===== src/rtl/uart_rx_frame_controller_pkg.sv =====
// Shared definitions for the UART frame controllers:
// CRC16/CCITT constants and the receive FSM state encoding.
package uart_rx_frame_controller_pkg;

    localparam logic [15:0] CRC_POLY = 16'h1021;
    localparam logic [15:0] CRC_INIT_DEFAULT = 16'hFFFF;

    typedef enum logic [1:0] {
        IDLE  = 2'd0,
        RECV  = 2'd1,
        CHECK = 2'd2,
        HOLD  = 2'd3
    } state_t;

endpackage


===== src/rtl/uart_rx_frame_controller_crc.sv =====
// One-byte CRC16/CCITT fold, MSB-first, no reflection.
module crc16_byte_update
    import uart_rx_frame_controller_pkg::*;
(
    input  logic [15:0] crc,
    input  logic [7:0]  data,
    output logic [15:0] next_crc
);

    always_comb begin
        next_crc = crc;
        for (int i = 7; i >= 0; i--) begin
            if (next_crc[15] ^ data[i])
                next_crc = {next_crc[14:0], 1'b0} ^ CRC_POLY;
            else
                next_crc = {next_crc[14:0], 1'b0};
        end
    end

endmodule


===== src/rtl/uart_rx_frame_controller.sv =====
// Assembles payload + CRC16 bytes from the UART receiver into one block
// and offers it to the AES datapath with a valid/ack handshake.
module uart_rx_frame_controller
    import uart_rx_frame_controller_pkg::*;
#(
    parameter int          FRAME_BYTES = 16,
    parameter logic [15:0] CRC_INIT    = CRC_INIT_DEFAULT,
    parameter int          TIMEOUT_CYC = 100000
) (
    input  logic                     clk,
    input  logic                     reset,
    input  logic                     rx_valid,
    input  logic [7:0]               rx_byte,
    input  logic                     rx_err,
    input  logic                     frame_ack,
    output logic [8*FRAME_BYTES-1:0] frame_data,
    output logic                     frame_valid,
    output logic                     crc_err,
    output logic                     frame_abort,
    output logic                     overrun,
    output logic                     busy
);

    localparam int CNT_W = $clog2(FRAME_BYTES + 3);
    localparam int GAP_W = $clog2(TIMEOUT_CYC + 1);
    localparam logic [CNT_W-1:0] PAY_CNT  = CNT_W'(FRAME_BYTES);
    localparam logic [CNT_W-1:0] LAST_CNT = CNT_W'(FRAME_BYTES + 1);
    localparam logic [GAP_W-1:0] GAP_MAX  = GAP_W'(TIMEOUT_CYC - 1);

    state_t           state;
    logic [CNT_W-1:0] byte_cnt;
    logic [GAP_W-1:0] gap_cnt;
    logic [15:0]      crc;
    logic [15:0]      crc_next;
    logic             store;

    crc16_byte_update u_crc (
        .crc      (crc),
        .data     (rx_byte),
        .next_crc (crc_next)
    );

    // CRC bytes only feed the CRC; the block keeps payload bytes alone.
    assign store = byte_cnt < PAY_CNT;

    always_ff @(posedge clk) begin
        if (reset) begin
            state       <= IDLE;
            byte_cnt    <= '0;
            gap_cnt     <= '0;
            crc         <= CRC_INIT;
            frame_data  <= '0;
            frame_valid <= 1'b0;
            crc_err     <= 1'b0;
            frame_abort <= 1'b0;
            overrun     <= 1'b0;
            busy        <= 1'b0;
        end else begin
            crc_err     <= 1'b0;
            frame_abort <= 1'b0;
            overrun     <= 1'b0;
            unique case (state)
                IDLE: begin
                    if (rx_valid && !rx_err) begin
                        frame_data <= {frame_data[8*FRAME_BYTES-9:0], rx_byte};
                        crc        <= crc_next;
                        byte_cnt   <= CNT_W'(1);
                        gap_cnt    <= '0;
                        busy       <= 1'b1;
                        state      <= RECV;
                    end
                end
                RECV: begin
                    if (rx_valid && rx_err) begin
                        frame_abort <= 1'b1;
                        crc         <= CRC_INIT;
                        byte_cnt    <= '0;
                        gap_cnt     <= '0;
                        busy        <= 1'b0;
                        state       <= IDLE;
                    end else if (rx_valid) begin
                        if (store)
                            frame_data <= {frame_data[8*FRAME_BYTES-9:0], rx_byte};
                        crc      <= crc_next;
                        byte_cnt <= byte_cnt + 1'b1;
                        gap_cnt  <= '0;
                        if (byte_cnt == LAST_CNT)
                            state <= CHECK;
                    end else if (gap_cnt == GAP_MAX) begin
                        frame_abort <= 1'b1;
                        crc         <= CRC_INIT;
                        byte_cnt    <= '0;
                        gap_cnt     <= '0;
                        busy        <= 1'b0;
                        state       <= IDLE;
                    end else begin
                        gap_cnt <= gap_cnt + 1'b1;
                    end
                end
                CHECK: begin
                    // Counters reload here so HOLD can exit straight to IDLE.
                    crc      <= CRC_INIT;
                    byte_cnt <= '0;
                    gap_cnt  <= '0;
                    if (crc == 16'h0000) begin
                        frame_valid <= 1'b1;
                        state       <= HOLD;
                    end else begin
                        crc_err <= 1'b1;
                        busy    <= 1'b0;
                        state   <= IDLE;
                    end
                end
                HOLD: begin
                    overrun <= rx_valid;
                    if (frame_ack) begin
                        frame_valid <= 1'b0;
                        busy        <= 1'b0;
                        state       <= IDLE;
                    end
                end
            endcase
        end
    end

endmodule


===== config.mk =====
export PLATFORM = sky130hd
export DESIGN_NAME = uart_rx_frame_controller
export DESIGN_NICKNAME = d
export VERILOG_FILES = /design/src/rtl/uart_rx_frame_controller_pkg.sv /design/src/rtl/uart_rx_frame_controller_crc.sv /design/src/rtl/uart_rx_frame_controller.sv
export SDC_FILE = /design/constraint.sdc
export NUM_CORES = 1
export LEC_CHECK = 0
export ABC_AREA = 1
export CAP_MARGIN = 10
export CORE_MARGIN = 10
export CORE_UTILIZATION = 55
export CTS_CLUSTER_SIZE = 30
export DETAILED_ROUTE_END_ITERATION = 8
export GPL_TIMING_DRIVEN = 0
export PLACE_DENSITY = 0.83
export SLEW_MARGIN = 5
export SYNTH_ARGS = -nofsm -noshare
export SYNTH_HDL_FRONTEND = slang
export SYNTH_HIERARCHICAL = 1
export SYNTH_SLANG_ARGS = --single-unit

===== constraint.sdc =====
create_clock -name clk -period 3.55 [get_ports clk]
set_clock_uncertainty 0.1 [all_clocks]
set_input_delay 0.355 -clock clk [delete_from_list [all_inputs] [get_ports clk]]
set_output_delay 0.355 -clock clk [all_outputs]
set_load 0.01 [all_outputs]

==> results_tabular.tex <==
\begin{tabular}{lr}
\hline
Metric & Value \\
\hline
\multicolumn{2}{l}{\textbf{Status}} \\
\quad Status & finished, final reports clean \\
\multicolumn{2}{l}{\textbf{Die}} \\
\quad Top-level port count & about 150 \\
\quad Die outline area & around 18000 µm² \\
\quad Number of placement rows & 41 \\
\quad Starting density of the core & 0.564 \\
\quad Die height & roughly 130 µm \\
\quad Die boundary width & 134 µm \\
\quad Placeable Area & about 13000 µm² \\
\multicolumn{2}{l}{\textbf{Setup path}} \\
\quad Startpoint kind of the worst setup timing path & flip-flop \\
\quad Critical path cell sequence & inv\_1, ha\_1, inv\_1, a21oi\_1, nand2\_1, buf\_4, clkbuf\_1, o21ai\_0, nor2\_1 \\
\quad Critical-path maximum fanout & 10 \\
\quad Crit path top cell by count & inv\_1 \\
\quad Setup slack on the worst flop-to-flop path & 1.48 ns \\
\quad Worst EP required & between 3 and 4 ns \\
\quad Kind of cell adding the most delay to the critical path & buffers and inverters \\
\quad Combined buffer and inverter count along the critical path & 4 \\
\quad Stages on the worst setup path & 9 \\
\quad Critical path arrival & 2.32 ns \\
\quad Kind of capture point of the worst setup path & flip-flop \\
\quad Biggest cell delay along the critical path & roughly 0.38 ns \\
\quad Classification of the worst setup path & reg2reg \\
\quad Cell at the slowest stage of the critical path & dfxtp\_1 \\
\quad Worst reg2reg path depth & 9 \\
\multicolumn{2}{l}{\textbf{STA}} \\
\quad Highest Clock Rate & approximately 480 MHz \\
\quad Total negative setup slack & 0 ns \\
\quad Max-slew violation count & 0 \\
\quad Slew of the pin with the lowest slew margin & 0.635 ns \\
\quad RSZ-0062 raised after global routing & no \\
\quad Slew margin rel. & 0.577 \\
\quad Final critical-path share of the clock period & 0.583 \\
\quad Hold Vio Cnt, Final & 0 \\
\quad Min Clock Period, post-route & 2.07 ns \\
\quad Hold slack final & 0.362 ns \\
\quad Number of setup violations in the final report & 0 \\
\multicolumn{2}{l}{\textbf{Route}} \\
\quad Number of DRC violations after detailed routing & 0 \\
\quad Number of iterations in the first detailed-routing pass & 6 \\
\quad Post-detailed-route count of antenna-violating nets & 0 \\
\quad Number of vias in the routed layout & 6907 \\
\quad Ratio of routed vias to standard cells & about 5.2 \\
\quad Post-detailed-routing wire length & 19500 µm \\
\quad Average wire length per cell after detail routing & around 15 µm \\
\quad Initial DRC Count & just over 500 \\
\multicolumn{2}{l}{\textbf{Clocking}} \\
\quad Post-cts resize count & 0 \\
\quad Clock Latency Late Sink & 0.43 ns \\
\quad Number of post-CTS setup repair buffers & 0 \\
\quad Maximum root-to-sink buffer count & 2 \\
\quad Clock sink total & 173 \\
\quad Number of hold buffers added after cts & 0 \\
\quad Clock tree from TritonCTS & built \\
\quad Register clock-pin slew on the reported worst setup and hold paths & 0.07 ns \\
\quad Inserted Clock Buffers & 17 \\
\quad Clk root buf & clkbuf\_16 \\
\quad Clock H-tree levels & 4 \\
\multicolumn{2}{l}{\textbf{Synthesis}} \\
\quad Post-synth top area share & 0.482 \\
\quad Share of the yosys chip area belonging to registers & 0.482 \\
\quad Netlist Area Pre-Place & around 7000 µm² \\
\quad Number of instances in the synthesized netlist & between 900 and 1k \\
\quad Mean post-synth cell area & 7.28 µm² \\
\quad Number of flip-flops and latches in the synthesized netlist & about 170 \\
\quad Cell accounting for the most synthesized area & dfxtp\_1 \\
\quad Number of nets produced by synthesis & 1007 \\
\quad Total number of yosys warnings & 6 \\
\quad Cells taking the most area after synthesis & dfxtp\_1 48\%, nor2\_1 17\%, o21ai\_0 9.3\% \\
\quad Distinct cells, synth & 33 \\
\multicolumn{2}{l}{\textbf{Placed design}} \\
\quad HPWL reported at the end of detailed placement & 14500 µm \\
\quad Cell area reported after detailed placement & 8850 µm² \\
\quad Weighted congestion at the end of routability-driven global placement & 0.925 \\
\quad Count of buffers inserted at the top-level ports & 145 \\
\multicolumn{2}{l}{\textbf{GRT}} \\
\quad Antenna violations before repair & 0 \\
\quad Remaining Overflow, GRT & 0 \\
\quad Via count of the first global-routing pass & $\sim$6.5k \\
\quad Largest net degree at the start of global routing & 17 \\
\quad Overall routing resource usage & 0.213 \\
\quad Global-route wire length before repair & 31800 µm \\
\multicolumn{2}{l}{\textbf{Hold path}} \\
\quad Kind of path behind the tightest hold check & reg2reg \\
\quad Worst Hold Path Cells & 2 \\
\multicolumn{2}{l}{\textbf{Finish}} \\
\quad Area growth syn-to-layout & 31.5\% \\
\quad Fraction of layout instances using a drive strength above 1 & 0.0722 \\
\quad Number of antenna cells inserted & 0 \\
\quad Nets@finish & $\sim$1.2k \\
\quad Area of all placed cells without fillers & approximately 9400 µm² \\
\multicolumn{2}{l}{\textbf{Power and ir drop}} \\
\quad Post-layout power & 7.13 mW \\
\quad Maximum VDD drop & approximately 0.58 mV \\
\quad Pwr dens & around 750 nW/µm² \\
\quad Leakage & 3.85 nW \\
\multicolumn{2}{l}{\textbf{Job}} \\
\quad Max-cap violations & 0 \\
\hline
\end{tabular}
## kinds of logic after synthesis
kind of cell,synth area share
and+or+nand+nor,0.285
AOI/OAI and AO/OA,0.136
DFF,0.482
buffers and inverters,0.0774
adders and majority gates,0.0122
xor gates and xnor gates,0.00732
## final cells by class
cell class                 count  area, µm²
buffer                        50        323
multi-input combinational    702       3160
inverter                      62        233
fill                        1028       3280
sequential                   173       3460
tap                          172        215
clock inverter                14        158
timing repair buffer         145       1450
clock buffer                  18        439
## layout by cell type, fill, tap and decap left out, drive strengths merged
cell type,Yosys,layout
nor2,326,326
dfxtp,173,173
o21ai,150,150
clkdlybuf4s50,0,145
nand2,122,122
inv,62,67
clkbuf,28,46
nand3,35,35
a21oi,29,29
buf,22,22
nor3,8,8
ha,7,7
xor2,5,5
nand4,4,4
o22ai,4,4
clkinv,0,4
clkinvlp,0,3
a31oi,2,2
o211ai,2,2
nor3b,2,2
bufinv,0,2
nor4,1,1
o211a,1,1
a31o,1,1
or2,1,1
o21a,1,1
xnor2,1,1
## worst min-delay path, delay by kind of cell (launching register included)
family,cells,cell delay (ns)
compound gates,1,0.05
flops,1,0.31
simple gates,1,0.06
## metrics by stage
step	instances	util	setup slack (ns)
3_5_place_dp	1304	0.695	1.29
5_1_grt	1336	0.742	1.30
4_1_cts	1336	0.742	1.51
3_3_place_gp	1304	0.695	1.32
2_1_floorplan	987	-	1.94
6_report	1336	0.742	1.48
## layer usage
metal | track usage | up-vias | share of wire
met1 | 0.254 | 3130 | 0.42
met3 | 0.0497 | 46 | 0.065
li1 | - | 3492 | -
met2 | 0.356 | 239 | 0.48
met5 | 0 | - | 0
met4 | 0.0967 | 0 | 0.032
## sequential cells by signal, summed over array words and instances, names as in the netlist
signal,flops
busy,1
crc,16
state,2
frame_data,128
overrun,1
frame_abort,1
crc_err,1
byte_cnt,5
frame_valid,1
gap_cnt,17
## Yosys cell counts
master	n
nor2_1	323
dfxtp_1	173
o21ai_0	133
nand2_1	103
inv_1	59
nand3_1	34
a21oi_1	29
clkbuf_1	26
o21ai_1	17
buf_6	16
nand2_2	15
nor3_1	8
ha_1	7
xor2_1	5
buf_2	4
nand2_4	4
nand4_1	4
o22ai_1	4
inv_2	3
a31oi_1	2
buf_4	2
clkbuf_2	2
nor2_4	2
nor3b_1	2
o211ai_1	2
a31o_2	1
nand3_4	1
nor2_2	1
nor4_1	1
o211a_1	1
o21a_1	1
or2_2	1
xnor2_1	1
## path summary, 6_finish.rpt
path / startpoint / to
worst max register to register: state[1]$_SDFFE_PP0P_ / frame_data[39]$_SDFFE_PP0P_
worst min-delay path: gap_cnt[16]$_SDFFE_PP0P_ / gap_cnt[16]$_SDFFE_PP0P_
worst min register to register: gap_cnt[16]$_SDFFE_PP0P_ / gap_cnt[16]$_SDFFE_PP0P_
worst max-delay path: state[1]$_SDFFE_PP0P_ / frame_data[39]$_SDFFE_PP0P_
## power breakdown
part	total [mW]	switching, mW	internal (mW)
logic	2.57	1.41	1.15
registers	2.70	0.348	2.35
clock network	1.86	0.793	1.07
No activity file was read; power rests on OpenSTA's default activity.
